--- config.mk ---
export PLATFORM = sky130hd
export DESIGN_NAME = usb_fs_out_ep_rx
export DESIGN_NICKNAME = d
export VERILOG_FILES = /design/src/rtl/usb_fs_out_ep_rx.sv
export SDC_FILE = /design/constraint.sdc
export NUM_CORES = 1
export LEC_CHECK = 0
export BUFFER_PORTS_ARGS = -buffer_cell sky130_fd_sc_hd__buf_4
export CORE_UTILIZATION = 30
export CTS_BUF_LIST = sky130_fd_sc_hd__clkbuf_8
export CTS_CLUSTER_DIAMETER = 30
export DETAILED_ROUTE_END_ITERATION = 7
export PLACE_DENSITY = 0.51
export SYNTH_ARGS = -nofsm -noshare
export SYNTH_HDL_FRONTEND = slang
export SYNTH_SLANG_ARGS = --single-unit
export TNS_END_PERCENT = 10
--- constraint.sdc ---
create_clock -name clk -period 6.85 [get_ports clk]
set_input_delay 0.3425 -clock clk [delete_from_list [all_inputs] [get_ports clk]]
set_output_delay 0.3425 -clock clk [all_outputs]
set_load 0.01 [all_outputs]
--- src/rtl/usb_fs_out_ep_rx.sv ---
// ============================================================================
// Module      : usb_fs_out_ep_rx
// Description : USB full-speed OUT endpoint receive path. Watches decoded
//               packet events for an OUT/SETUP token matching dev_addr/ep_num,
//               buffers the following DATA0/DATA1 payload speculatively into a
//               byte FIFO, commits it (CRC16 bytes stripped) only when the
//               packet is good, requests an ACK/NAK handshake and tracks the
//               data toggle.
// Options     : `define USB_OUT_EP_STALL_EN adds input ep_stall; while it is
//               high a good OUT data packet is discarded and answered with
//               STALL. SETUP is never stalled.
// Ports       : clk, reset_n            - clock, async active-low reset
//               dev_addr, ep_num        - address / endpoint to match
//               rx_pkt_start/_end       - packet boundary pulses
//               rx_pid/addr/endp        - decoded fields, valid at rx_pkt_end
//               rx_data_put, rx_data    - received byte strobe and value
//               rx_valid_packet         - PID+CRC good for latest packet
//               rd_en, rd_data          - FIFO pop request / popped byte
//               empty, level            - committed byte status
//               hs_req, hs_pid          - handshake request pulse and PID
//               setup_rcvd              - pulse when a SETUP payload commits
// Revision    : 1.0 - initial release
// ============================================================================
`default_nettype none

module usb_fs_out_ep_rx #(
    parameter int DEPTH   = 64,
    parameter int MAX_PKT = 64,
    parameter int TIMEOUT = 255
) (
    input  logic                     clk,
    input  logic                     reset_n,
    input  logic [6:0]               dev_addr,
    input  logic [3:0]               ep_num,
`ifdef USB_OUT_EP_STALL_EN
    input  logic                     ep_stall,
`endif
    input  logic                     rx_pkt_start,
    input  logic                     rx_pkt_end,
    input  logic [3:0]               rx_pid,
    input  logic [6:0]               rx_addr,
    input  logic [3:0]               rx_endp,
    input  logic                     rx_data_put,
    input  logic [7:0]               rx_data,
    input  logic                     rx_valid_packet,
    input  logic                     rd_en,
    output logic [7:0]               rd_data,
    output logic                     empty,
    output logic [$clog2(DEPTH):0]   level,
    output logic                     hs_req,
    output logic [3:0]               hs_pid,
    output logic                     setup_rcvd
);

    localparam int AW = $clog2(DEPTH);
    localparam int PW = AW + 1;
    localparam int TW = $clog2(TIMEOUT + 1);
    localparam int BW = $clog2(MAX_PKT + 3);

    localparam logic [PW-1:0] c_DEPTH      = PW'(DEPTH);
    localparam logic [TW-1:0] c_TIMEOUT_M1 = TW'(TIMEOUT - 1);
    // Payload plus both CRC bytes is the longest legal packet.
    localparam logic [BW-1:0] c_BYTE_LIMIT = BW'(MAX_PKT + 2);

    localparam logic [3:0] c_PID_OUT   = 4'b0001;
    localparam logic [3:0] c_PID_SETUP = 4'b1101;
    localparam logic [3:0] c_PID_DATA0 = 4'b0011;
    localparam logic [3:0] c_PID_DATA1 = 4'b1011;
    localparam logic [3:0] c_PID_ACK   = 4'b0010;
    localparam logic [3:0] c_PID_NAK   = 4'b1010;
`ifdef USB_OUT_EP_STALL_EN
    localparam logic [3:0] c_PID_STALL = 4'b1110;
`endif

    localparam logic [1:0] S_IDLE  = 2'd0;
    localparam logic [1:0] S_TOKEN = 2'd1;
    localparam logic [1:0] S_DATA  = 2'd2;
    localparam logic [1:0] S_CHECK = 2'd3;

    logic [1:0]    state_q, state_d;
    logic          chk_data_q, chk_data_d;     // CHECK is judging a data packet
    logic          setup_cand_q, setup_cand_d; // pending token was SETUP
    logic          is_setup_q, is_setup_d;
    logic          toggle_q, toggle_d;
    logic [TW-1:0] timer_q, timer_d;
    logic [BW-1:0] bytecnt_q, bytecnt_d;
    logic          ovf_q, ovf_d;
    logic          babble_q, babble_d;
    logic [3:0]    pid_q, pid_d;
    logic [PW-1:0] wr_tmp_q, wr_tmp_d;
    logic [PW-1:0] wr_ptr_q, wr_ptr_d;
    logic [PW-1:0] rd_ptr_q, rd_ptr_d;
    logic [7:0]    rd_data_q, rd_data_d;
    logic          hs_req_q, hs_req_d;
    logic [3:0]    hs_pid_q, hs_pid_d;
    logic          setup_rcvd_q, setup_rcvd_d;

    logic [7:0]    mem [DEPTH];
    logic          w_wr_en;
    logic          w_tok_match;
    logic          w_bad;
    logic          w_stall;
    logic [PW-1:0] w_level;

    assign w_level = wr_ptr_q - rd_ptr_q;
    assign level   = w_level;
    assign empty   = (w_level == '0);
    assign rd_data    = rd_data_q;
    assign hs_req     = hs_req_q;
    assign hs_pid     = hs_pid_q;
    assign setup_rcvd = setup_rcvd_q;

    assign w_tok_match = rx_pkt_end
                       && (rx_pid == c_PID_OUT || rx_pid == c_PID_SETUP)
                       && (rx_addr == dev_addr) && (rx_endp == ep_num);

    // Reasons a data packet is dropped silently.
    assign w_bad = !(pid_q == c_PID_DATA0 || pid_q == c_PID_DATA1)
                 || !rx_valid_packet || babble_q || (bytecnt_q < BW'(2));

`ifdef USB_OUT_EP_STALL_EN
    assign w_stall = ep_stall && !is_setup_q;
`else
    assign w_stall = 1'b0;
`endif

    // ---------------------------------------------------------------- state
    always_ff @(posedge clk or negedge reset_n) begin
        if (!reset_n) state_q <= S_IDLE;
        else          state_q <= state_d;
    end

    // ----------------------------------------------------------- next state
    always_comb begin
        state_d = state_q;
        case (state_q)
            S_IDLE:  if (w_tok_match) state_d = S_CHECK;
            S_TOKEN: begin
                if (rx_pkt_start)
                    state_d = S_DATA;
                else if (rx_pkt_end || timer_q == c_TIMEOUT_M1)
                    state_d = S_IDLE;
            end
            S_DATA:  if (rx_pkt_end) state_d = S_CHECK;
            S_CHECK: state_d = (!chk_data_q && rx_valid_packet) ? S_TOKEN : S_IDLE;
            default: state_d = S_IDLE;
        endcase
    end

    // ---------------------------------------------------- outputs/datapath
    always_comb begin
        chk_data_d   = chk_data_q;
        setup_cand_d = setup_cand_q;
        is_setup_d   = is_setup_q;
        toggle_d     = toggle_q;
        timer_d      = timer_q;
        bytecnt_d    = bytecnt_q;
        ovf_d        = ovf_q;
        babble_d     = babble_q;
        pid_d        = pid_q;
        wr_tmp_d     = wr_tmp_q;
        wr_ptr_d     = wr_ptr_q;
        rd_ptr_d     = rd_ptr_q;
        rd_data_d    = rd_data_q;
        hs_req_d     = 1'b0;
        hs_pid_d     = hs_pid_q;
        setup_rcvd_d = 1'b0;
        w_wr_en      = 1'b0;

        case (state_q)
            S_IDLE: begin
                if (w_tok_match) begin
                    chk_data_d   = 1'b0;
                    setup_cand_d = (rx_pid == c_PID_SETUP);
                end
            end
            S_TOKEN: begin
                timer_d = timer_q + TW'(1);
                if (rx_pkt_start) begin
                    wr_tmp_d  = wr_ptr_q;
                    bytecnt_d = '0;
                    ovf_d     = 1'b0;
                    babble_d  = 1'b0;
                end
            end
            S_DATA: begin
                if (rx_data_put) begin
                    if (babble_q || bytecnt_q == c_BYTE_LIMIT) begin
                        babble_d = 1'b1;
                    end else if (wr_tmp_q - rd_ptr_q == c_DEPTH) begin
                        // Keep counting so short/long detection still works.
                        ovf_d     = 1'b1;
                        bytecnt_d = bytecnt_q + BW'(1);
                    end else begin
                        w_wr_en   = 1'b1;
                        wr_tmp_d  = wr_tmp_q + PW'(1);
                        bytecnt_d = bytecnt_q + BW'(1);
                    end
                end
                if (rx_pkt_end) begin
                    pid_d      = rx_pid;
                    chk_data_d = 1'b1;
                end
            end
            S_CHECK: begin
                if (!chk_data_q) begin
                    if (rx_valid_packet) begin
                        is_setup_d = setup_cand_q;
                        timer_d    = '0;
                        if (setup_cand_q) toggle_d = 1'b0;
                    end
                end else if (w_bad) begin
                    // dropped, no handshake
                end else if (w_stall) begin
`ifdef USB_OUT_EP_STALL_EN
                    hs_req_d = 1'b1;
                    hs_pid_d = c_PID_STALL;
`endif
                end else if (ovf_q) begin
                    if (!is_setup_q) begin
                        hs_req_d = 1'b1;
                        hs_pid_d = c_PID_NAK;
                    end
                end else if (pid_q[3] != toggle_q) begin
                    // Host retry of an already accepted packet.
                    hs_req_d = 1'b1;
                    hs_pid_d = c_PID_ACK;
                end else begin
                    wr_ptr_d     = wr_tmp_q - PW'(2);
                    toggle_d     = ~toggle_q;
                    hs_req_d     = 1'b1;
                    hs_pid_d     = c_PID_ACK;
                    setup_rcvd_d = is_setup_q;
                end
            end
            default: ;
        endcase

        // Read port runs independently of the receive state machine.
        if (rd_en && !empty) begin
            rd_data_d = mem[rd_ptr_q[AW-1:0]];
            rd_ptr_d  = rd_ptr_q + PW'(1);
        end
    end

    always_ff @(posedge clk) begin
        if (w_wr_en) mem[wr_tmp_q[AW-1:0]] <= rx_data;
    end

    always_ff @(posedge clk or negedge reset_n) begin
        if (!reset_n) begin
            chk_data_q   <= 1'b0;
            setup_cand_q <= 1'b0;
            is_setup_q   <= 1'b0;
            toggle_q     <= 1'b0;
            timer_q      <= '0;
            bytecnt_q    <= '0;
            ovf_q        <= 1'b0;
            babble_q     <= 1'b0;
            pid_q        <= '0;
            wr_tmp_q     <= '0;
            wr_ptr_q     <= '0;
            rd_ptr_q     <= '0;
            rd_data_q    <= '0;
            hs_req_q     <= 1'b0;
            hs_pid_q     <= '0;
            setup_rcvd_q <= 1'b0;
        end else begin
            chk_data_q   <= chk_data_d;
            setup_cand_q <= setup_cand_d;
            is_setup_q   <= is_setup_d;
            toggle_q     <= toggle_d;
            timer_q      <= timer_d;
            bytecnt_q    <= bytecnt_d;
            ovf_q        <= ovf_d;
            babble_q     <= babble_d;
            pid_q        <= pid_d;
            wr_tmp_q     <= wr_tmp_d;
            wr_ptr_q     <= wr_ptr_d;
            rd_ptr_q     <= rd_ptr_d;
            rd_data_q    <= rd_data_d;
            hs_req_q     <= hs_req_d;
            hs_pid_q     <= hs_pid_d;
            setup_rcvd_q <= setup_rcvd_d;
        end
    end

endmodule

`default_nettype wire

---- Word-level counts from Yosys, hierarchy flattened ----
Memory sizes are Yosys's and may differ from the RTL's. A register that Yosys moved wholly into a read port is not among the register bits.
Index checks and enable logic that the tools add are counted.
cells by class
  add/subtract/negate cells ............... 7
  order comparisons ....................... 1
  equal/unequal tests ..................... 28
  multiplexer cells ....................... 53
  bitwise operators ....................... 5
  reductions and logical operators ........ 37
operators with widths
  kind                                                                          count
  7-bit two-way mux                                                             7
  1-bit two-way mux                                                             31
  2-bit inequality test, second input constant                                  14
  7-bit one-hot mux with 2 select lines                                         2
  7-bit by 1-bit adder with 7-bit output, second input constant                 3
  8-bit two-way mux                                                             2
  8-bit one-hot mux with 2 select lines                                         1
  5-bit AND reduction                                                           3
  7-bit equality test, second input constant                                    2
  7-bit subtractor                                                              2
  3-bit AND reduction                                                           4
  4-bit AND reduction                                                           3
  2-bit nonzero test                                                            5
  8-bit by 1-bit adder with 8-bit output, second input constant                 1
  4-bit equality test, second input constant                                    2
  8-bit equality test, second input constant                                    1
  2-bit two-way mux                                                             4
  4-bit two-way mux                                                             2
  2-bit one-hot mux with 4 select lines                                         1
  7-bit equality test                                                           1
  7-bit logical NOT                                                             1
  1-bit logical OR                                                              7
  7-bit by 2-bit less-than comparator with 1-bit output, second input constant  1
  7-bit by 2-bit subtractor with 7-bit output, second input constant            1
  other kinds (14)                                                              30
storage, ports and cells
  bits in registers ....................... 54
  memory bits (writable) .................. 512
  output and inout port bits .............. 22
  logic and storage cells ................. 148
  memories kept ........................... 1
memory list
  name  words  width  rd ports  clocked after Yosys merged registers in  wr ports  line  text
  mem   64     8      1         1                                        1         98    logic [7:0] mem [DEPTH];

---- Logic depth before layout (Yosys ltp) ----
Gate-level depths: netlist of run 1.
  depth after elaboration ................. 9
  mapped depth ............................ 12
  depth with buffers taken out ............ 9

---- Least setup slack after synthesis of run 1 ----
OpenSTA, ideal clock, no wires.
  kind .................................... register -> register
  start point ............................. register rd_ptr_q[1]
  end point ............................... memory mem[55][0], enable pin
  library setup time ...................... 370 ps
  arrival time ............................ 2942 ps
  required time ........................... 6480 ps
  path slack .............................. 3538 ps
  cell stages (with the launch flop) ...... 13
  clock period less this slack ............ 3312 ps
  cells stage by stage .................... dfrtp_1 > clkbuf_1 > buf_1 > buf_2 > inv_1 > ha_1 > nand2b_1 > mux2i_1 > o2111ai_1 > nor2_1 > or3_1 > clkbuf_1 > nor2_1
between the ends
  longest elaborated chain between the ends .. 8
RTL lines
  item                                     line  text
  start: declaration                       92    logic [PW-1:0] rd_ptr_q, rd_ptr_d;
  start signal: assignment                 280   rd_ptr_q <= rd_ptr_d;
  7-bit subtractor                         190   end else if (wr_tmp_q - rd_ptr_q == c_DEPTH) begin
  7-bit equality test                      190
  1-bit two-way mux                        190
  1-bit two-way mux                        188   if (babble_q || bytecnt_q == c_BYTE_LIMIT) begin
  1-bit two-way mux                        187   if (rx_data_put) begin
  1-bit two-way mux                        170   case (state_q)
  1-bit two-way mux                        247   if (w_wr_en) mem[wr_tmp_q[AW-1:0]] <= rx_data;
  1-bit two-way mux (not written as such)  247
  end: declaration                         98
Every way passes these cells.

---- Final worst setup path of run 1 ----
  start point ............................. register rd_ptr_q[0]
  end point ............................... output empty
between the ends
  longest elaborated chain between the ends .. 2
RTL lines
  item               line  text
  7-bit subtractor   105   assign w_level = wr_ptr_q - rd_ptr_q;
  7-bit logical NOT  107   assign empty = (w_level == '0);
  end: declaration   48    output logic empty,
Every way passes these cells.

==> results.cfg, run 1 <==
[synth]
mappedNetlistArea_um2 = 23200
synth_area_per_cell_um2 = 18.6
synth_warnings = 0
synth_flop_cell = edfxtp_1
fraction_of_post_synthesis_cell_area_in_the_top_cell_type_by_area = 0.662
synth_commonest_cells = edfxtp_1 (512), mux4_2 (128), nor2_1 (90)
largest_cells_by_area_after_synthesis = edfxtp_1 (66%), mux4_2 (12%), dfrtp_1 (6.5%), nor2_1 (1.5%), a22oi_1 (1.3%)
post_synth_num_cell_types = 64
yosysTopAreaCell = edfxtp_1
synth-async-reset-ratio = 0.105
synth-edff-count = 512
top_count_cell_post_synth = edfxtp_1
sequential_area_share_after_synthesis = 0.727
synthCells = 1247
synth-seq-cells = 572

[die]
boundaryPins = 63
die_w_um = 280
design.die.area_um2 = 78500
std_cell_rows = 101
floorplan.initialDensity = 0.305
die_h_um = 280
core_area_um2 = 76200

[route]
first_iter_violations = 1229
viasPerCell = 4.96
final_antenna_net_count = 0
vias = 12500
routed_wl_um = 61500
remaining_drc_errors = 0
drt_pass1_iterations = 5
detail_route.wl_per_cell_um = 24.4

[clock_network]
postCtsHoldBufs = 10
tritoncts_num_sinks = 572
cts.clk_slew.worst_paths_ns = 0.06
number_of_clock_buffers_inserted_by_tritoncts = 115
cts_tree = built
postCtsSetupBuffers = 0
cts.root.buffer_cell = clkbuf_8
cts_resized = 0
insertion_delay_ns = 0.73
cts_buffer_depth = 3
cts.htree.levels = 3

[power_and_ir_drop]
combinationalPowerShare = 0.272
irDropWorstVdd_mv = 0.212
cellInternalPower_mw = 7.54
power_frac_clock = 0.346
leakage_dissipation_nw = 9.04
total_power_mw = 11.2
power.net_switching_mw = 3.66
power.share.sequential = 0.381
power_per_cell_area_nw_per_um2 = 408
switching_share = 0.327

[worst_setup_path]
critPathMaxFanout = 42
crit_arrival_ns = 4.05
worst-endpoint-required_ns = 6.51
crit_type = reg -> out
critPathCaptureType = primary output
critPathLaunchType = register

[global_route]
gr-total-overflow = 0
maximum_number_of_pins_on_one_net_before_global_route_repair = 69
grt_pass1_vias = 13100
groute.usage.overall = 0.159
antenna_found_initial = 0
first_pass_grt_wire_length_um = 90000

[timing]
rsz0062_at_grt = false
timing.final.crit_share = 0.642
fmax_ghz = 0.227
timing.final.ws_setup_ns = 2.45
hold_ws_ns = 0.128
finClkSkew_ns = 0.0524
timing.final.max_slew_violations = 0
finalHoldViolCount = 0
final.min_clock_period_ns = 4.40
tightestPinTransition_ns = 1.14
setup_viol = 0
setup_total_negative_slack_ns = 0
maxSlewHeadroom = 0.241

[finish]
design.final.nets = 1450
fraction_of_final_layout_cells_sized_beyond_drive_strength_1 = 0.285
layout.filler_cells = 7083
area_of_combinational_cells_with_multiple_inputs_um2 = 5970
layout.area.seq_um2 = 16900
signed_area_change_from_the_synthesized_netlist_to_the_final_layout_pct = 18.5
postLayoutCoreUtil = 0.361

[place]
buffer_ports.inserted = 60
hpwlAfterDp_um = 36000
gp_congestion = 0.799
placement.setup.worst_slack_ns = 2.62

[flow_run]
count_of_max_cap_constraint_violations = 0

[hold_path]
hold_path.class = in -> reg

[outcome]
result_of_the_run = finished, final reports clean
per-layer routing:
| layer | global-route usage | share of wire |
|---|---|---|
| met4 | 0.0413 | 0.017 |
| met3 | 0.0391 | 0.063 |
| met5 | 0 | 0 |
| met2 | 0.256 | 0.48 |
| met1 | 0.213 | 0.44 |
cells in the final DEF (no fill, tap or decap), types with 19 or more instances in the layout:
master	netlist	routed
edfxtp_1	512	512
mux4_2	128	128
clkbuf_8	0	115
nor2_1	90	89
buf_4	6	73
dfrtp_1	60	58
nand2_1	55	55
inv_1	25	41
a22oi_1	40	40
o21ai_0	26	26
ha_1	23	23
a21oi_1	19	19
through the flow:
stage	instances	area, um^2
after floorplan	1248	23200
after global placement	2288	24800
after detailed placement	2288	24800
after CTS	2513	27500
after global routing	2513	27500
final	2515	27500
layout make-up:
type                    instances  area share
diodes                          2    0.000182
clock buffers                 115      0.0576
clock inverters               100      0.0371
inverters                      25     0.00341
multi-input cells             588       0.217
flip-flops and latches        572       0.614
well taps                    1030      0.0469
repair buffers                 83      0.0236
sequential cells by signal, indices dropped and copies added, names as in the netlist, 2 cells and up:
name / cells
bytecnt_q: 7
wr_tmp_q: 7
hs_pid: 2
state_q: 2
mem: 512
wr_ptr_q: 7
pid_q: 4
rd_ptr_q: 7
rd_data: 8
timer_q: 8
power by group through the flow:
stage,registers (mW),logic (mW),clock network [mW]
after floorplan,4.14,2.22,0
final,4.27,3.05,3.88
after global placement,4.34,3.04,0
after global routing,4.31,3.27,4.13
after CTS,4.28,3.07,3.97
after detailed placement,4.35,3.06,0
kinds of logic after synthesis:
family	Yosys count	synth area share
xor gates and xnor gates	33	0.0125
other	1	0.000162
and+or+nand+nor	216	0.0427
buffers and inverters	88	0.0179
AOI/OAI and AO/OA	170	0.0549
muxes	143	0.131
adders and majority gates	24	0.0133
DFF	572	0.727
critical path, cell delays in order (launching register included):
cell and delay (ns):
dfrtp_4 0.63, buf_4 0.71, ha_1 0.32, fa_1 0.24, nor2b_1 0.06, o21ai_1 0.20
nand3_1 0.16, a2111oi_4 0.64, and2_1 0.21, buf_4 0.12
worst paths after layout:
path,to,cells past startpoint,startpoint,slack [ns]
max,empty,9,rd_ptr_q[0],2.45
min,state_q[1],5,rx_addr[6],0.13
max reg2reg,mem[7][3],8,rd_ptr_q[1],2.65
min reg2reg,hs_pid[1],1,hs_pid[1],0.47
max in group asynchronous,rd_ptr_q[1],2,reset_n,5.84
min in group asynchronous,state_q[0],2,reset_n,0.32
(Power assumes the default switching activity.)
==> inputs of run 2 (changes only) <==
--- a/config.mk
+++ b/config.mk
@@ -10,7 +10,7 @@
 export CTS_BUF_LIST = sky130_fd_sc_hd__clkbuf_8
 export CTS_CLUSTER_DIAMETER = 30
 export DETAILED_ROUTE_END_ITERATION = 7
-export PLACE_DENSITY = 0.51
+export PLACE_DENSITY = 0.53
 export SYNTH_ARGS = -nofsm -noshare
 export SYNTH_HDL_FRONTEND = slang
 export SYNTH_SLANG_ARGS = --single-unit
==> constraint.sdc (replaced) <==
create_clock -name clk -period 3.7 [get_ports clk]
set_input_delay 0.185 -clock clk [delete_from_list [all_inputs] [get_ports clk]]
set_output_delay 0.185 -clock clk [all_outputs]
set_load 0.01 [all_outputs]
==> run 2 against run 1 <==
  * Sequential power rose by 80%
  * Cell count increased by 3.5%
  * Die area unchanged
  * Clock power up 77%
  * Via count grew 0.74%
  * Hold slack got worse by 0.084 ns
  * Combinational power increased by 98%
  * Register-to-register slack worse by 2.2 ns
  * Cell area is 2.3% higher
  * Utilization is 0.84 points higher
  * Total power is 84% higher
  * Sequential cell count stayed put
  * Largest power group unchanged
==> results.cfg, run 2 (synthesis results as in run 1) <==
[route]
detail_route.wl_per_cell_um = 21.4
remaining_drc_errors = 0
routed_wl_um = 55700
first_iter_violations = 956
viasPerCell = 4.82
final_antenna_net_count = 0
drt_pass1_iterations = 5
vias = 12600

[timing]
rsz0062_at_grt = false
timing.final.max_slew_violations = 0
finClkSkew_ns = 0.0539
final.min_clock_period_ns = 3.40
finalHoldViolCount = 0
fmax_ghz = 0.294
timing.final.ws_setup_ns = 0.296
tightestPinTransition_ns = 1.04
setup_total_negative_slack_ns = 0
setup_viol = 0
timing.final.crit_share = 0.920
maxSlewHeadroom = 0.303

[worst_setup_path]
critPathCaptureType = primary output
worstPathCellList = ha_1 -> fa_1 -> nor2b_1 -> o21ai_1 -> a21o_1 -> a2111oi_4 -> and2_1 -> buf_4
worst-endpoint-required_ns = 3.51
crit_type = reg -> out
critPathLaunchType = register
critPathMaxFanout = 15
crit_arrival_ns = 3.22
crit_path_top_delay_cell = dfrtp_4
worst-r2r-cell-count = 7
slowest_delay_ns = 0.63

[global_route]
maximum_number_of_pins_on_one_net_before_global_route_repair = 87
groute.usage.overall = 0.144
gr-total-overflow = 0
first_pass_grt_wire_length_um = 83600
grt_pass1_vias = 13100
antenna_found_initial = 0

[clock_network]
cts.htree.levels = 3
cts_resized = 0
number_of_clock_buffers_inserted_by_tritoncts = 113
insertion_delay_ns = 0.72
cts.clk_slew.worst_paths_ns = 0.07
tritoncts_num_sinks = 572
cts_buffer_depth = 3
cts.root.buffer_cell = clkbuf_8
cts_tree = built

[finish]
antennaDiodeCount = 0
fraction_of_final_layout_cells_sized_beyond_drive_strength_1 = 0.307
design_area_um2 = 28100
number_of_flip_flops_in_the_largest_register = 512
design.final.nets = 1539
most_common_library_cell_in_the_layout_ignoring_fill_and_taps = edfxtp_1
final_cell_mix = edfxtp_1 (512), buf_4 (146), mux4_2 (128)
layout.filler_cells = 7127
signed_area_change_from_the_synthesized_netlist_to_the_final_layout_pct = 21.2

[place]
hpwlAfterDp_um = 34200
post_dp_cell_area_um2 = 25400
gp_congestion = 0.807
buffer_ports.inserted = 60
placement.setup.worst_slack_ns = 0.543

[die]
die_w_um = 280
die_h_um = 280
design.die.area_um2 = 78500
boundaryPins = 63
floorplan.initialDensity = 0.305
core_area_um2 = 76200
std_cell_rows = 101

[hold_path]
hold_path.class = in -> reg
min_delay_path_depth = 1

[power_and_ir_drop]
power_per_cell_area_nw_per_um2 = 732
irDropWorstVdd_mv = 0.398
leakage_dissipation_nw = 9.49

[outcome]
result_of_the_run = finished, final reports clean

[flow_run]
count_of_max_cap_constraint_violations = 0
-- run 2: changes by cell type in the layout (fill, tap and decap cells not counted), moves of 5 or more --
cell,previous run,this run
buf_12,0,6
buf_4,73,146
clkinv_1,12,26
clkinv_4,10,5
dlygate4sd3_1,10,22
inv_6,10,4
o2111ai_1,1,8
o2111ai_2,7,0
-- run 2: final cells by class --
class / count / area [um^2] / area share
repair buffers: 174 / 1440 / 0.0511
clock inverters: 100 / 921 / 0.0327
clock buffers: 115 / 1580 / 0.0563
inverters: 25 / 93.8 / 0.00334
well taps: 1030 / 1290 / 0.0458
multi-input cells: 588 / 5930 / 0.211
flip-flops and latches: 572 / 16900 / 0.600
-- run 2: metal layers --
metal  global-route usage  routed length (um)
met5                    0                   0
met4               0.0507                1440
met3               0.0336                3260
met2                0.227               26400
met1                0.196               24700
-- run 2: path summary, 6_finish.rpt --
kind,slack (ns),to,start
setup / recovery,0.30,empty,rd_ptr_q[0]
hold reg to reg,0.48,timer_q[5],timer_q[5]
max in group asynchronous,2.89,rd_ptr_q[1],reset_n
min in group asynchronous,0.12,bytecnt_q[4],reset_n
hold / removal,0.04,mem[6][6],rx_data[6]
setup reg to reg,0.50,rd_data[5],rd_ptr_q[0]
-- run 2: what timing repair did --
action                                  CTS  global route
endpoints found under the hold margin    81             0
endpoints found under the setup margin    1             0
buffers inserted                          1             0
hold buffers                             22             0
-- run 2: worst max-delay path, delay by kind of cell (launching register included) --
family          cells  cell delay (ns)
flops               1             0.63
fa+ha+maj           2             0.68
buf+inv             1             0.14
compound gates      3             0.70
simple gates        2             0.34
-- run 2: through the flow --
stage	std cells	hold slack [ns]	power, mW	utilization
floorplan	1248	-0.111	11.8	-
global placement	2366	0.348	13.8	0.333
detailed placement	2366	0.350	13.8	0.333
CTS	2604	0.00739	20.8	0.369
global route	2604	0.0184	21.6	0.369
finish	2604	0.0447	20.6	0.369
-- run 2: power by group --
group / internal, mW / switching [mW]
Combinational: 2.65 / 3.38
Clock: 3.97 / 2.91
Sequential: 7.34 / 0.341
